--- src/rtl/bit_stream_serializer_if.sv ---
// Parallel-in / serial-out bundle for the bit stream serializer.
// master = word producer and stream consumer, slave = serializer.
interface bit_stream_serializer_if #(
  parameter int unsigned WIDTH = 4,
  parameter int unsigned DEPTH = 4
);
  localparam int unsigned LW = $clog2(DEPTH) + 1;

  logic [WIDTH-1:0] IN_DATA;
  logic             IN_VALID;
  logic             IN_READY;
  logic             ENABLE;
  logic             S_output;
  logic             S_valid;
  logic             WORD_START;
  logic             WORD_DONE;
  logic [LW-1:0]    LEVEL;

  modport master (
    output IN_DATA, IN_VALID, ENABLE,
    input  IN_READY, S_output, S_valid, WORD_START, WORD_DONE, LEVEL
  );

  modport slave (
    input  IN_DATA, IN_VALID, ENABLE,
    output IN_READY, S_output, S_valid, WORD_START, WORD_DONE, LEVEL
  );
endinterface

--- src/rtl/bit_stream_serializer.sv ---
// Word FIFO feeding a shift register that emits framed, gap-free serial bits
// for the 1011 sequence detector.
module bit_stream_serializer #(
  parameter int unsigned WIDTH     = 4,
  parameter int unsigned DEPTH     = 4,
  parameter bit          MSB_FIRST = 1'b1,
  parameter bit          IDLE_BIT  = 1'b0
) (
  input logic                    CLK,
  input logic                    RST,
  bit_stream_serializer_if.slave bus
);
  localparam int unsigned AW = $clog2(DEPTH);
  localparam int unsigned LW = AW + 1;
  localparam int unsigned CW = $clog2(WIDTH);

  typedef enum logic {IDLE, SHIFT} state_t;

  logic [WIDTH-1:0] mem [DEPTH];
  logic [AW-1:0]    wr_ptr_q, rd_ptr_q;
  logic [LW-1:0]    count_q;
  logic [WIDTH-1:0] head_c;
  logic             in_ready_c, push_c, pop_c;

  state_t           state_q, state_d;
  logic [WIDTH-1:0] sh_q, sh_d;
  logic [CW-1:0]    bit_cnt_q, bit_cnt_d;
  logic             s_out_q, s_out_d;
  logic             s_valid_q, s_valid_d;
  logic             start_q, start_d;
  logic             done_q, done_d;

  // No bypass: readiness depends only on the registered occupancy.
  assign in_ready_c = RST && (count_q < LW'(DEPTH));
  assign push_c     = bus.IN_VALID && in_ready_c;
  assign head_c     = mem[rd_ptr_q];

  always_ff @(posedge CLK) begin
    if (push_c) mem[wr_ptr_q] <= bus.IN_DATA;
  end

  // FIFO pointers and occupancy; pointers wrap naturally since DEPTH is 2^AW.
  always_ff @(posedge CLK or negedge RST) begin
    if (!RST) begin
      wr_ptr_q <= '0;
      rd_ptr_q <= '0;
      count_q  <= '0;
    end else begin
      if (push_c) wr_ptr_q <= wr_ptr_q + AW'(1);
      if (pop_c)  rd_ptr_q <= rd_ptr_q + AW'(1);
      if (push_c && !pop_c)      count_q <= count_q + LW'(1);
      else if (pop_c && !push_c) count_q <= count_q - LW'(1);
    end
  end

  always_ff @(posedge CLK or negedge RST) begin
    if (!RST) begin
      state_q   <= IDLE;
      sh_q      <= '0;
      bit_cnt_q <= '0;
      s_out_q   <= IDLE_BIT;
      s_valid_q <= 1'b0;
      start_q   <= 1'b0;
      done_q    <= 1'b0;
    end else begin
      state_q   <= state_d;
      sh_q      <= sh_d;
      bit_cnt_q <= bit_cnt_d;
      s_out_q   <= s_out_d;
      s_valid_q <= s_valid_d;
      start_q   <= start_d;
      done_q    <= done_d;
    end
  end

  // Everything holds by default, which is exactly the stall behaviour.
  always_comb begin
    state_d   = state_q;
    sh_d      = sh_q;
    bit_cnt_d = bit_cnt_q;
    s_out_d   = s_out_q;
    s_valid_d = s_valid_q;
    start_d   = start_q;
    done_d    = done_q;
    pop_c     = 1'b0;

    unique case (state_q)
      IDLE: begin
        if (bus.ENABLE && (count_q != '0)) pop_c = 1'b1;
      end
      SHIFT: begin
        if (bus.ENABLE) begin
          if (bit_cnt_q != '0) begin
            bit_cnt_d = bit_cnt_q - CW'(1);
            s_out_d   = MSB_FIRST ? sh_q[WIDTH-1] : sh_q[0];
            sh_d      = MSB_FIRST ? (sh_q << 1) : (sh_q >> 1);
            start_d   = 1'b0;
            done_d    = (bit_cnt_q == CW'(1));
          end else if (count_q != '0) begin
            pop_c = 1'b1;
          end else begin
            state_d   = IDLE;
            s_valid_d = 1'b0;
            s_out_d   = IDLE_BIT;
            start_d   = 1'b0;
            done_d    = 1'b0;
          end
        end
      end
      default: state_d = IDLE;
    endcase

    // Loading a word presents its first bit immediately; sh keeps the remainder.
    if (pop_c) begin
      state_d   = SHIFT;
      bit_cnt_d = CW'(WIDTH - 1);
      s_out_d   = MSB_FIRST ? head_c[WIDTH-1] : head_c[0];
      sh_d      = MSB_FIRST ? (head_c << 1) : (head_c >> 1);
      s_valid_d = 1'b1;
      start_d   = 1'b1;
      done_d    = 1'b0;
    end
  end

  assign bus.IN_READY   = in_ready_c;
  assign bus.S_output   = s_out_q;
  assign bus.S_valid    = s_valid_q;
  assign bus.WORD_START = start_q;
  assign bus.WORD_DONE  = done_q;
  assign bus.LEVEL      = count_q;
endmodule

--- src/flat_wrapper.sv ---
// flat-port wrapper written by rule: the top's interface ports become plain ports
module bit_stream_serializer_flat 
#(
  parameter int unsigned WIDTH     = 4,
  parameter int unsigned DEPTH     = 4,
  parameter bit          MSB_FIRST = 1'b1,
  parameter bit          IDLE_BIT  = 1'b0
)
  (CLK, RST, bus_IN_DATA, bus_IN_VALID, bus_ENABLE, bus_IN_READY, bus_S_output, bus_S_valid, bus_WORD_START, bus_WORD_DONE, bus_LEVEL);
  bit_stream_serializer_if #(.WIDTH(WIDTH), .DEPTH(DEPTH)) bus_i ();
  input logic CLK;
  input logic RST;
  input wire logic [$bits(bus_i.IN_DATA)-1:0] bus_IN_DATA;
  input wire logic [$bits(bus_i.IN_VALID)-1:0] bus_IN_VALID;
  input wire logic [$bits(bus_i.ENABLE)-1:0] bus_ENABLE;
  output wire logic [$bits(bus_i.IN_READY)-1:0] bus_IN_READY;
  output wire logic [$bits(bus_i.S_output)-1:0] bus_S_output;
  output wire logic [$bits(bus_i.S_valid)-1:0] bus_S_valid;
  output wire logic [$bits(bus_i.WORD_START)-1:0] bus_WORD_START;
  output wire logic [$bits(bus_i.WORD_DONE)-1:0] bus_WORD_DONE;
  output wire logic [$bits(bus_i.LEVEL)-1:0] bus_LEVEL;
  assign bus_i.IN_DATA = bus_IN_DATA;
  assign bus_i.IN_VALID = bus_IN_VALID;
  assign bus_i.ENABLE = bus_ENABLE;
  assign bus_IN_READY = bus_i.IN_READY;
  assign bus_S_output = bus_i.S_output;
  assign bus_S_valid = bus_i.S_valid;
  assign bus_WORD_START = bus_i.WORD_START;
  assign bus_WORD_DONE = bus_i.WORD_DONE;
  assign bus_LEVEL = bus_i.LEVEL;
  bit_stream_serializer #(.WIDTH(WIDTH), .DEPTH(DEPTH), .MSB_FIRST(MSB_FIRST), .IDLE_BIT(IDLE_BIT)) u_core (.CLK(CLK), .RST(RST), .bus(bus_i));
endmodule
--- config.mk ---
export PLATFORM = sky130hd
export DESIGN_NAME = bit_stream_serializer_flat
export DESIGN_NICKNAME = d
export VERILOG_FILES = /design/src/rtl/bit_stream_serializer_if.sv /design/src/rtl/bit_stream_serializer.sv /design/src/flat_wrapper.sv
export SDC_FILE = /design/constraint.sdc
export NUM_CORES = 1
export LEC_CHECK = 0
export ABC_AREA = 1
export BUFFER_PORTS_ARGS = -buffer_cell sky130_fd_sc_hd__buf_2
export CORE_MARGIN = 2
export CORE_UTILIZATION = 60
export DETAILED_ROUTE_END_ITERATION = 6
export PLACE_DENSITY = 0.91
export SLEW_MARGIN = 10
export SYNTH_ARGS = -nofsm -noshare
export SYNTH_HDL_FRONTEND = slang
export SYNTH_SLANG_ARGS = --single-unit
--- constraint.sdc ---
create_clock -name CLK -period 3.3 [get_ports CLK]
set_input_delay 0.66 -clock CLK [delete_from_list [all_inputs] [get_ports CLK]]
set_output_delay 0.66 -clock CLK [all_outputs]
set_load 0.03 [all_outputs]
# Word-level counts from Yosys, hierarchy flattened
# Memories as Yosys holds them, arrays and structs flattened.
# Cells that the tools add are included.
[word_totals]
mem_count = 1
ramBits = 16
wordCells = 76
output_inout_bits = 8
input_bits = 8
ff_bits = 18
[op_classes]
magnitude_cmp = 1
n_addsub = 5
mux = 38
n_eq_ne = 4
reduce_logical = 16
n_bitwise = 1
[mem_list]
columns = ["memory", "depth", "width", "read_ports", "rd_clocked_by_memory_dff", "wr", "line_no", "rtl"]
rows = [
  ["u_core.mem", 4, 4, 1, 0, 1, "bit_stream_serializer.sv:19", "logic [WIDTH-1:0] mem [DEPTH];"],
]
[op_table]
columns = ["cell", "count"]
rows = [
  ["two-way mux 1 bit", 27],
  ["two-way mux 4 bit", 4],
  ["nonzero test 2 bit", 5],
  ["two-way mux 2 bit", 4],
  ["two-way mux 3 bit", 2],
  ["AND reduction 3 bit", 2],
  ["logical AND 1 bit", 5],
  ["adder 2 x 1 -> 2 bit, second input constant", 2],
  ["!= test 2 x 1 -> 1 bit, second input constant", 2],
  ["AND reduction 4 bit", 1],
  ["adder 3 x 1 -> 3 bit, second input constant", 1],
  ["less-than comparator 3 bit, second input constant", 1],
  ["!= test 3 x 2 -> 1 bit, second input constant", 1],
  ["nonzero test 3 bit", 1],
  ["subtractor 3 x 1 -> 3 bit, second input constant", 1],
  ["equality test 2 x 1 -> 1 bit, second input constant", 1],
  ["logical NOT 1 bit", 2],
  ["one-hot mux 1 bit (2 select lines)", 1],
  ["subtractor 2 x 1 -> 2 bit, second input constant", 1],
  ["NOT 1 bit", 1],
]

# Depth between registers and ports, before layout
# Gate-level depths: netlist (run 1).
[depth]
ltp_word = 8
mapped_depth = 11
mapped_depth_nobuf = 11

# Worst setup path after synthesis (run 1)
# No wires, ideal clock.
[synth_path]
kind = "input to register"
start = "in RST"
end = "reg u_core.count_q[2] (netlist: u_core.bus.LEVEL[2])"
required_time_ns = 3.169
n_path_buf = 0
setup_time_ns = 0.131
arrival_time_ns = 2.417
setup_slack_ns = 0.752
stages = 10
cell_sequence = "inv_1 > nor2_1 > nand2_1 > inv_1 > ha_1 > inv_1 > fa_1 > a21oi_1 > o21ai_0 > xor2_1"
[synth_between]
elab_chain_cells = 5
elab_cells_between_ends = 7
classes_between = "1 x mux; 6 x reduce/logical"
[synth_lines]
columns = ["item", "line_no", "rtl"]
rows = [
  ["start, declared", "flat_wrapper.sv:12", "input logic RST;"],
  ["logical AND 1 bit (*)", "bit_stream_serializer.sv:34", "assign in_ready_c = RST && (count_q < LW'(DEPTH));"],
  ["net bus_IN_READY", "flat_wrapper.sv:16", "output wire logic [$bits(bus_i.IN_READY)-1:0] bus_IN_READY;"],
  ["logical AND 1 bit (*)", "bit_stream_serializer.sv:35", "assign push_c = bus.IN_VALID && in_ready_c;"],
  ["net u_core.push_c", "bit_stream_serializer.sv:23", "logic in_ready_c, push_c, pop_c;"],
  ["logical NOT 1 bit", "bit_stream_serializer.sv:52", "else if (pop_c && !push_c) count_q <= count_q - LW'(1);"],
  ["logical AND 1 bit", "bit_stream_serializer.sv:52", ""],
  ["nonzero test 2 bit (no source line)", "--", ""],
  ["end signal, assigned", "bit_stream_serializer.sv:51", "if (push_c && !pop_c) count_q <= count_q + LW'(1);"],
  ["end signal, assigned", "bit_stream_serializer.sv:52", ""],
  ["end, declared", "bit_stream_serializer.sv:21", "logic [LW-1:0] count_q;"],
]
# Mark *: on every way through the listed nets, which the timed path passes. The rest lies on a longest branch.
# A chain may end at the register's enable or synchronous reset.

# Final worst setup path (run 1)
[layout_path]
start = "reg u_core.bit_cnt_q[0]"
end = "reg u_core.count_q[2] (netlist: u_core.bus.LEVEL[2])"
[layout_between]
elab_chain_cells = 7
elab_cells_between_ends = 9
classes_between = "4 x mux; 5 x reduce/logical"
[layout_lines]
columns = ["item", "line_no", "rtl"]
rows = [
  ["start, declared", "bit_stream_serializer.sv:27", "logic [CW-1:0] bit_cnt_q, bit_cnt_d;"],
  ["start signal, assigned", "bit_stream_serializer.sv:68", "bit_cnt_q <= bit_cnt_d;"],
  ["nonzero test 2 bit (*)", "bit_stream_serializer.sv:93", "if (bit_cnt_q != '0) begin"],
  ["two-way mux 1 bit (*)", "bit_stream_serializer.sv:93", ""],
  ["two-way mux 1 bit (*)", "bit_stream_serializer.sv:92", "if (bus.ENABLE) begin"],
  ["one-hot mux 1 bit (2 select lines) (*)", "bit_stream_serializer.sv:87", "unique case (state_q)"],
  ["logical NOT 1 bit", "bit_stream_serializer.sv:51", ""],
  ["logical AND 1 bit", "bit_stream_serializer.sv:51", ""],
  ["two-way mux 3 bit / nonzero test 2 bit (equally long branches)", "--", ""],
]
# Mark *: on every way between the ends. The rest lies on a longest branch, timed or not.

==> flow_metrics.tcl, run 1 <==
set metrics [dict create \
    status "complete, no violations" \
    end_kind "flop" \
    hpwl_mm 2.31 \
    vdd_ir_drop_max_mv 0.702 \
    synth_seq_area_share_pct 59.2 \
    ys_warn_count 0 \
    max-cap-violations 0 \
    reg2reg_slack_ns 0.97 \
    post-place-ws_ns 0.909 \
    drive_gt1_share_pct 17.6 \
    setup_viol 0 \
    viasPerCell 5.44 \
    post-route-period-util_pct 70.5 \
    r2r_start "u_core.bit_cnt_q[0]" \
    synthCells 153 \
    reg2reg_depth 11 \
    synth_top_area_share_pct 31.4 \
    drv_slew 0 \
    htreeDepth 2 \
    antenna_found_initial 0 \
    ys_top_cells_by_area "edfxtp_1, dfrtp_1, nand2_1" \
    cts_sinks 33 \
    synth_area_um2 1530 \
    fin_ws_ns 0.974 \
    grt_pass1_vias 1072 \
    place_congestion 0.829 \
    cp_data_arrival_time_ns 2.54 \
    worstSetupStartpointType "flop" \
    cts_max_path_buffers 2 \
    routed.top_layer "met4" \
    slowest_delay_ns 0.46 \
    drtIter0Drc 37 \
    crit_chain "inv_1 -> ha_1 -> inv_1 -> nand2_1 -> nand3_4 -> ha_1 -> inv_1 -> fa_1 -> a21oi_1 -> o21ai_0 -> xor2_1" \
    critical_path.max_fanout 10 \
    path_buf_inv 3 \
    yosys.area.top_type "edfxtp_1" \
    critPathSlowestCell "fa_1" \
    drc 0 \
    clkSlewWorstSetupHoldPaths_ns 0.11 \
    fin_skew_ns 0.0151 \
    final_common_cell "nand2_1" \
    required_ns 3.51 \
    grt_pass1_wl_mm 5.02 \
    hp-class "in2async" \
    critical-path-top-delay-family "adder cells" \
    totalWireLength_mm 3.26 \
    dr.pass1.iters 4 \
    layout_min_cycle_time_ns 2.33 \
    grtUsageTotal_pct 26.9 \
    root_buffer "clkbuf_4" \
    gr-total-overflow 0 \
    crit_path_frequent_cell "inv_1" \
    numCtsBuffers 5 \
    core_region_area_um2 2450 \
    ys_ff_latch 33 \
    num_io_pins 16 \
    yosysUniqueCellTypes 20 \
    met1_length_mm 1.17 \
    grt_max_degree 18 \
    layout_common_cells "nand2_1, inv_1, dfrtp_1" \
    cts_hold_buf 0 \
    rsz0062_at_grt "no" \
    row_count 18 \
    portBuffers 15 \
    power.density_nw_per_um2 828 \
    tns_ns 0 \
    wl_met2_mm 1.69 \
    hold_violations 0 \
    post_cts_resized 0 \
    stdcell_area_um2 1690 \
    fin_hold_ws_ns 0.263 \
    syn_nets 169 \
    vias 1120 \
    wl_per_cell_um 15.8 \
    die_x_um 54.5 \
    worstSetupPathType "reg2reg" \
    post_cts_buffers 0 \
    finalNetCount 191 \
    dieArea_um2 2970 \
    wl_met3_um 271 \
    power.leakage_nw 0.841 \
    drtAntennaViolNets 0 \
    placed_area_um2 1640 \
    syn_area_per_cell_um2 10.0 \
    cts_tree "yes" \
    synthToLayoutAreaGrowth_pct 10.7 \
    dieHeight_um 54.5 \
    max_freq_mhz 430 \
    timing.rr.end "u_core.bus.LEVEL[2]" \
    initial_core_util_pct 62.3 \
    startpoint "u_core.bit_cnt_q[0]" \
    clock_latency_ns 0.34 \
    slew_headroom_pct 71.3 \
    n_antenna_cell 0 \
    tightest_slew_ns 0.429 \
]
sequential cells by signal, indices dropped and copies added (netlist names):
name	flops
u_core.state_q	1
u_core.sh_q	3
u_core.rd_ptr_q	2
u_core.bus.WORD_START	1
u_core.bus.S_output	1
u_core.wr_ptr_q	2
u_core.bus.LEVEL	3
u_core.bit_cnt_q	2
u_core.bus.WORD_DONE	1
u_core.bus.S_valid	1
u_core.mem	16
cell usage after synthesis:
cell	count
a21oi_1	1
nand2_1	37
mux2_2	1
xor2_1	4
buf_4	1
ha_1	7
o211ai_1	1
fa_1	1
o21ai_0	7
nor2_2	1
xnor2_1	1
inv_2	2
nand3_1	16
nand3_4	1
inv_1	25
o22ai_1	1
edfxtp_1	16
nand2_2	3
dfrtp_1	17
nor2_1	10
layer usage:
metal / up-vias / track usage, %
met5: - / 0
met4: 0 / 16.7
met3: 13 / 8.74
met2: 56 / 43.6
met1: 519 / 30.7
li1: 532 / -
final cells by class:
class	instances	area [um2]
Clock inverter	2	10.0
Fill cell	162	761
Tap cell	30	37.5
Timing Repair Buffer	16	82.6
Inverter	27	101
Multi-Input combinational cell	92	515
Sequential cell	33	906
Clock buffer	6	41.3
worst reg2reg max path, cell delays in order (launching register included):
cell and delay (ns):
dfrtp_1 0.37, inv_1 0.07, ha_1 0.22, inv_1 0.07, nand2_1 0.11, nand3_4 0.19, ha_1 0.17, inv_1 0.09
fa_1 0.46, a21oi_1 0.17, o21ai_0 0.13, xor2_1 0.17
power breakdown:
group / switching [mW] / total [mW] / internal (mW)
Combinational: 0.375 / 0.558 / 0.183
Clock: 0.134 / 0.215 / 0.0810
Sequential: 0.0994 / 0.629 / 0.530
through the flow:
stage / power [mW] / std cells / util (%)
finish: 1.40 / 206 / 69.0
global route: 1.49 / 206 / 69.0
CTS: 1.40 / 206 / 69.0
detailed placement: 1.17 / 198 / 66.9
global placement: 1.10 / 198 / 66.9
floorplan: 1.00 / 153 / -
how the worst max path moves through the flow:
| stage | endpoint | cells after the start |
|---|---|---|
| 2_1_floorplan | u_core.bus.LEVEL[2] | 10 |
| 3_3_place_gp | u_core.bus.LEVEL[2] | 11 |
| 3_5_place_dp | u_core.bus.LEVEL[2] | 11 |
| 4_1_cts | u_core.bus.LEVEL[2] | 11 |
| 5_1_grt | u_core.bus.LEVEL[2] | 11 |
| 6_report | u_core.bus.LEVEL[2] | 11 |
cell families after synthesis:
logic type / count (synthesis) / share of synthesized area [%]
AND/OR/NAND/NOR: 68 / 19.5
buffers and inverters: 28 / 7.11
XOR/XNOR: 5 / 2.86
AO/OA/AOI/OAI: 10 / 3.52
multiplexers: 1 / 0.736
flip-flops: 33 / 59.2
adder cells (fa/ha/maj): 8 / 7.03
(Power assumes the default switching activity.)
==> run 2, diff against run 1 <==
- CORE_UTILIZATION: 60 -> 51
- PLACE_DENSITY: 0.91 -> 0.83
- clock period: 3.3 -> 1.9 ns (I/O delays scaled with it)
==> run 2 against run 1 <==
  * Non-clock buffer count is 11 higher
  * Maximum frequency is 25% higher
  * Hold slack worse by 0.013 ns
  * Worst setup slack worse by 0.93 ns
  * Routed wire length is 6.9% lower
  * Count of clock-buffer cells in the layout stayed put
  * Core utilization is 4.2 points lower
  * Critical endpoint is now u_core.bus.LEVEL[1]
  * Highest routed layer unchanged
==> flow_metrics.tcl, run 2 (synthesis gave the netlist of run 1 again) <==
set metrics [dict create \
    max_freq_mhz 538 \
    portBuffers 15 \
    layout_min_cycle_time_ns 1.86 \
    drive_gt1_share_pct 28.9 \
    drv_slew 0 \
    vias 1155 \
    tightest_slew_ns 0.453 \
    p_total_mw 2.53 \
    cts_sinks 33 \
    final-seq-area_um2 908 \
    startpoint "u_core.bit_cnt_q[1]" \
    root_buffer "clkbuf_4" \
    slew_headroom_pct 69.7 \
    min_path_cells 1 \
    cp_data_arrival_time_ns 2.09 \
    required_ns 2.13 \
    worstSetupStartpointType "flop" \
    cts_max_path_buffers 2 \
    grtUsageTotal_pct 19.0 \
    worstHoldEndpoint "u_core.mem[3][2]" \
    multiInputGateArea_um2 551 \
    n_antenna_cell 0 \
    hpwl_mm 1.97 \
    setup_viol 0 \
    r2r_start "u_core.bit_cnt_q[1]" \
    final_common_cell "nand2_1" \
    dieHeight_um 58.8 \
    fin_ws_ns 0.0408 \
    dieArea_um2 3450 \
    layout_common_cells "nand2_1, inv_1, nand3_1, edfxtp_1" \
    min_from "bus_IN_DATA[2]" \
    drtIter0Drc 48 \
    post-route-period-util_pct 97.9 \
    reg2reg_slack_ns 0.04 \
    wl_per_cell_um 13.9 \
    max-cap-violations 0 \
    clkSlewWorstSetupHoldPaths_ns 0.10 \
    vdd_ir_drop_max_mv 0.988 \
    status "complete, no violations" \
    core_region_area_um2 2810 \
    num_io_pins 16 \
    grt_pass1_vias 1082 \
    initial_core_util_pct 54.5 \
    gr-total-overflow 0 \
    reg2reg_depth 9 \
    timing.rr.end "u_core.bus.LEVEL[1]" \
    synthToLayoutAreaGrowth_pct 18.8 \
    dr.pass1.iters 4 \
    clock_latency_ns 0.34 \
    fin_hold_ws_ns 0.249 \
    critical_path.max_fanout 2 \
    place_congestion 0.783 \
    largest_reg_flops 16 \
    hp-class "in2reg" \
    fin_skew_ns 0.00683 \
    power.leakage_nw 0.885 \
    regMostFlops "u_core.mem" \
    finalNetCount 202 \
    totalWireLength_mm 3.03 \
    worstSetupPathType "reg2reg" \
    cts_tree "yes" \
    power.density_nw_per_um2 1390 \
    viasPerCell 5.30 \
    grt_max_degree 18 \
    drtAntennaViolNets 0 \
    hold_violations 0 \
    numCtsBuffers 5 \
    post-place-ws_ns -0.0678 \
    n_fill_cell 202 \
    die_x_um 58.8 \
    drc 0 \
    htreeDepth 2 \
    grt_pass1_wl_mm 4.67 \
    row_count 19 \
    end_kind "flop" \
    antenna_found_initial 0 \
]
run 2: changes by cell type in the layout (fill, tap and decap cells not counted), sizes merged:
cell	previous run	this run
dlygate4sd3	0	1
buf	16	26
run 2: through the flow:
stage	instance area, um2	util (%)	std cells	TNS [ns]
after floorplan	1550	-	153	-0.0347
after global placement	1670	59.7	201	0
after detailed placement	1670	59.7	201	-0.111
after CTS	1760	62.6	212	-0.0130
after global routing	1820	64.8	218	-0.0690
final	1820	64.8	218	0
run 2: repair_timing:
| action | in CTS | in global routing |
|---|---|---|
| gates resized for setup | 4 | 4 |
| setup buffers | 2 | 6 |
| setup endpoints to repair | 2 | 2 |
| hold buffers | 1 | 0 |
| hold endpoints to repair | 17 | 0 |
run 2: worst max-delay path by stage:
stage	endpoint	depth (start not counted)
2_1_floorplan	u_core.bus.LEVEL[2]	9
3_3_place_gp	u_core.bus.LEVEL[1]	9
3_5_place_dp	u_core.bus.LEVEL[1]	9
4_1_cts	u_core.bus.LEVEL[1]	9
5_1_grt	u_core.bus.LEVEL[2]	11
6_report	u_core.bus.LEVEL[1]	9
run 2: routing by layer:
| layer | track usage [%] | vias up | wire, um |
|---|---|---|---|
| met5 | 0 | - | 0 |
| met2 | 29.4 | 50 | 1540 |
| met1 | 23.0 | 540 | 1200 |
| met3 | 5.93 | 13 | 163 |
| li1 | - | 552 | - |
| met4 | 12.3 | 0 | 121 |
run 2: critical path: stages (launching register included):
cell,delay (ns)
dfrtp_1,0.41
inv_2,0.09
ha_4,0.13
inv_2,0.05
nand2_4,0.07
nand3_4,0.08
ha_2,0.19
inv_2,0.06
fa_2,0.42
mux2_2,0.26
run 2: layout make-up:
type	count	area share [%]
Timing Repair Buffer	27	9.22
Clock buffer	6	2.27
Tap cell	31	2.13
Clock inverter	2	0.551
Multi-Input combinational cell	92	30.3
Sequential cell	33	50.0
Inverter	27	5.57
run 2: report_power, final:
part           internal (mW)  switching [mW]  total [mW]  leakage (nW)
clock                  0.141           0.225       0.366        0.0320
sequential             0.925           0.161        1.09         0.348
combinational          0.423           0.651        1.07         0.504
==> run 3, diff against run 2 <==
- ABC_AREA: 1 -> not set
- CORE_ASPECT_RATIO: not set -> 1.5
- PLACE_DENSITY: 0.83 -> 0.84
==> run 3 against run 2 <==
  * The run now ends with negative setup slack left
  * Area after synthesis shrank 3.1%
  * Die area shrank 2.6%
  * Core utilization grew 1.3 points
  * First-iteration DRC count shrank 54%
  * Sequential share of layout area shrank 1.8 points
  * Routed wire length shrank 7.1%
  * Register-to-register slack lost 0.16 ns
  * Count of clock-buffer cells in the layout shrank 1
  * Combinational power grew 20%
  * Flip-flop and latch count is the same
  * Worst setup slack lost 0.16 ns
  * Non-clock buffer count grew 11
  * Critical endpoint is now u_core.bus.LEVEL[2]
  * Largest cell class unchanged
  * Largest power group is now combinational logic
==> flow_metrics.tcl, run 3 <==
set metrics [dict create \
    cts_max_path_buffers 2 \
    dieHeight_um 70.0 \
    num_io_pins 16 \
    rsz0062_at_grt "yes" \
    violations "negative setup slack" \
    drv_slew 0 \
    viasPerCell 5.16 \
    synthXorXnorAreaFrac_pct 3.54 \
    hpwl_mm 2.04 \
    grtUsageTotal_pct 20.2 \
    n_antenna_cell 0 \
    required_ns 2.10 \
    power_frac_comb_pct 44.7 \
    grt_max_degree 18 \
    hold_violations 0 \
    clkSlewWorstSetupHoldPaths_ns 0.07 \
    finalNetCount 160 \
    status "finished with violations" \
    ys_top_cells_by_area "edfxtp_1, dfrtp_1, mux4_2" \
    power.density_nw_per_um2 1520 \
    drc 0 \
    fin_ws_ns -0.122 \
    core_region_area_um2 2850 \
    grt_pass1_vias 985 \
    power.leakage_nw 0.816 \
    syn_nets 117 \
    pwr-share-seq_pct 38.5 \
    synth_common_cells "dfrtp_1, edfxtp_1, nand2_1" \
    fin_skew_ns 0.00424 \
    root_buffer "clkbuf_8" \
    drtAntennaViolNets 0 \
    synthArstFlopShare_pct 51.5 \
    antenna_found_initial 0 \
    dieArea_um2 3360 \
    yosys.area.top_type "edfxtp_1" \
    layout_min_cycle_time_ns 2.02 \
    hp-class "in2async" \
    grt_pass1_wl_mm 4.62 \
    die_x_um 48.0 \
    clock_latency_ns 0.28 \
    regMostFlops "u_core.mem" \
    max-cap-violations 0 \
    synthCells 101 \
    tightest_slew_ns 0.525 \
    slew_headroom_pct 64.7 \
    synthFlopType "dfrtp_1" \
    place_congestion 0.815 \
    layout_common_cells "buf_4, edfxtp_1, buf_2, dfrtp_1, nand2_1" \
    net-switching-power_mw 1.04 \
    synth.most_common_cell "dfrtp_1" \
    worstSetupPathType "reg2reg" \
    final_common_cell "buf_4" \
    gr-total-overflow 0 \
    row_count 24 \
    synth_seq_area_share_pct 61.1 \
    internal_power_mw 1.83 \
    drive_gt1_share_pct 46.9 \
    cts_tree "yes" \
    synth_top_area_share_pct 32.4 \
    yosysUniqueCellTypes 31 \
    ys_warn_count 0 \
    cts_sinks 33 \
    synth-simple-area-share_pct 7.93 \
    portBuffers 15 \
    reg2reg_slack_ns -0.12 \
    setup_viol 2 \
    initial_core_util_pct 52.0 \
    syn_area_per_cell_um2 14.7 \
    htreeDepth 2 \
    switching_share_pct 36.3 \
    dr.pass1.iters 4 \
    cp_data_arrival_time_ns 2.22 \
    synthToLayoutAreaGrowth_pct 27.2 \
    drtIter0Drc 22 \
    p_total_mw 2.87 \
    synth_edf_count 16 \
    synth_top_family_by_area "compound AO/OA/AOI/OAI gates" \
    post-route-period-util_pct 106 \
    pwr-share-clk_pct 16.8 \
    worstSetupStartpointType "flop" \
    max_freq_mhz 495 \
    synth_compound_area_share_pct 8.69 \
    vdd_ir_drop_max_mv 0.816 \
    tns_ns -0.244 \
    n_fill_cell 202 \
    ys_ff_latch 33 \
    totalWireLength_mm 2.82 \
    synth_area_um2 1480 \
    largest_reg_flops 16 \
    numCtsBuffers 5 \
    wl_per_cell_um 15.3 \
    cts_hold_buf 0 \
    end_kind "flop" \
    synthMuxAreaShare_pct 7.51 \
    critical_path.max_fanout 2 \
    synth_adder_area_share_pct 7.26 \
    vias 950 \
]
==> run 3: cell types whose count changed in the layout (fill, tap and decap cells not counted), sizes merged, moves of 3 or more <==
cell | previous run | this run
nand2 | 40 | 9
buf | 26 | 38
xnor2 | 1 | 4
nor2 | 11 | 4
nand3 | 17 | 0
and3 | 0 | 5
inv | 27 | 7
mux4 | 0 | 4
==> run 3: critical path, cell delays in order, from the launching register on <==
cell and delay, ns:
dfrtp_2 0.42, or3_4 0.37, and3_4 0.22, clkinv_8 0.05
ha_4 0.13, inv_2 0.04, fa_2 0.32, xor2_1 0.15
nor2_1 0.11, xor2_1 0.14
==> run 3: power by group through the flow <==
stage / sequential, mW / clock (mW) / combinational [mW]
floorplan: 1.25 / 0 / 0.641
global placement: 1.10 / 0 / 1.12
detailed placement: 1.12 / 0 / 1.18
CTS: 1.11 / 0.500 / 1.23
global route: 1.13 / 0.529 / 1.40
finish: 1.11 / 0.484 / 1.28
==> run 3: per-stage QoR <==
step	util [%]	area [um2]	hold WS (ns)	setup WS [ns]	cells
2_1_floorplan	-	1510	0.0844	-0.327	101
3_3_place_gp	61.2	1750	0.382	-0.112	170
3_5_place_dp	61.2	1750	0.398	-0.211	170
4_1_cts	65.0	1860	0.0957	-0.124	180
5_1_grt	66.1	1890	0.0965	-0.221	184
6_report	66.1	1890	0.0907	-0.122	184
==> run 3: repair_timing <==
item,CTS,global route
gates resized for setup,4,0
buffers inserted,2,4
pin swaps,6,1
setup endpoints to repair,2,2
endpoints found under the hold margin,0,0
==> run 3: final timing paths <==
kind,startpoint,endpoint,depth (start not counted)
worst max-delay path,u_core.bus.LEVEL[2],u_core.bus.LEVEL[2],9
worst min-delay path,RST,u_core.sh_q[2],2
worst max register to register,u_core.bus.LEVEL[2],u_core.bus.LEVEL[2],9
worst min register to register,u_core.bus.WORD_START,u_core.bus.WORD_START,2
max in group asynchronous,RST,u_core.bus.LEVEL[2],2
min in group CLK,bus_IN_DATA[2],u_core.mem[0][2],1
==> run 3: final cells by class <==
class	count	area, um2	area share [%]
multi-input cells	58	557	29.5
well taps	39	48.8	2.59
flip-flops and latches	33	908	48.2
clock buffers	5	68.8	3.65
repair buffers	38	248	13.1
inverters	8	42.5	2.26
clock inverters	3	12.5	0.664
==> run 3: layer usage <==
| layer | global-route usage, % | share of wire, % | vias to the layer above |
|---|---|---|---|
| met1 | 21.0 | 37 | 473 |
| met2 | 34.5 | 57 | 24 |
| met5 | 0 | 0 | - |
| li1 | - | - | 443 |
| met4 | 10.2 | 3.5 | 0 |
| met3 | 5.43 | 2.6 | 10 |
==> run 3: cell families after synthesis <==
logic type,after synthesis
mux,6
simple gates,23
flops,33
buf+inv,10
compound gates,15
xor+xnor,6
fa+ha+maj,8
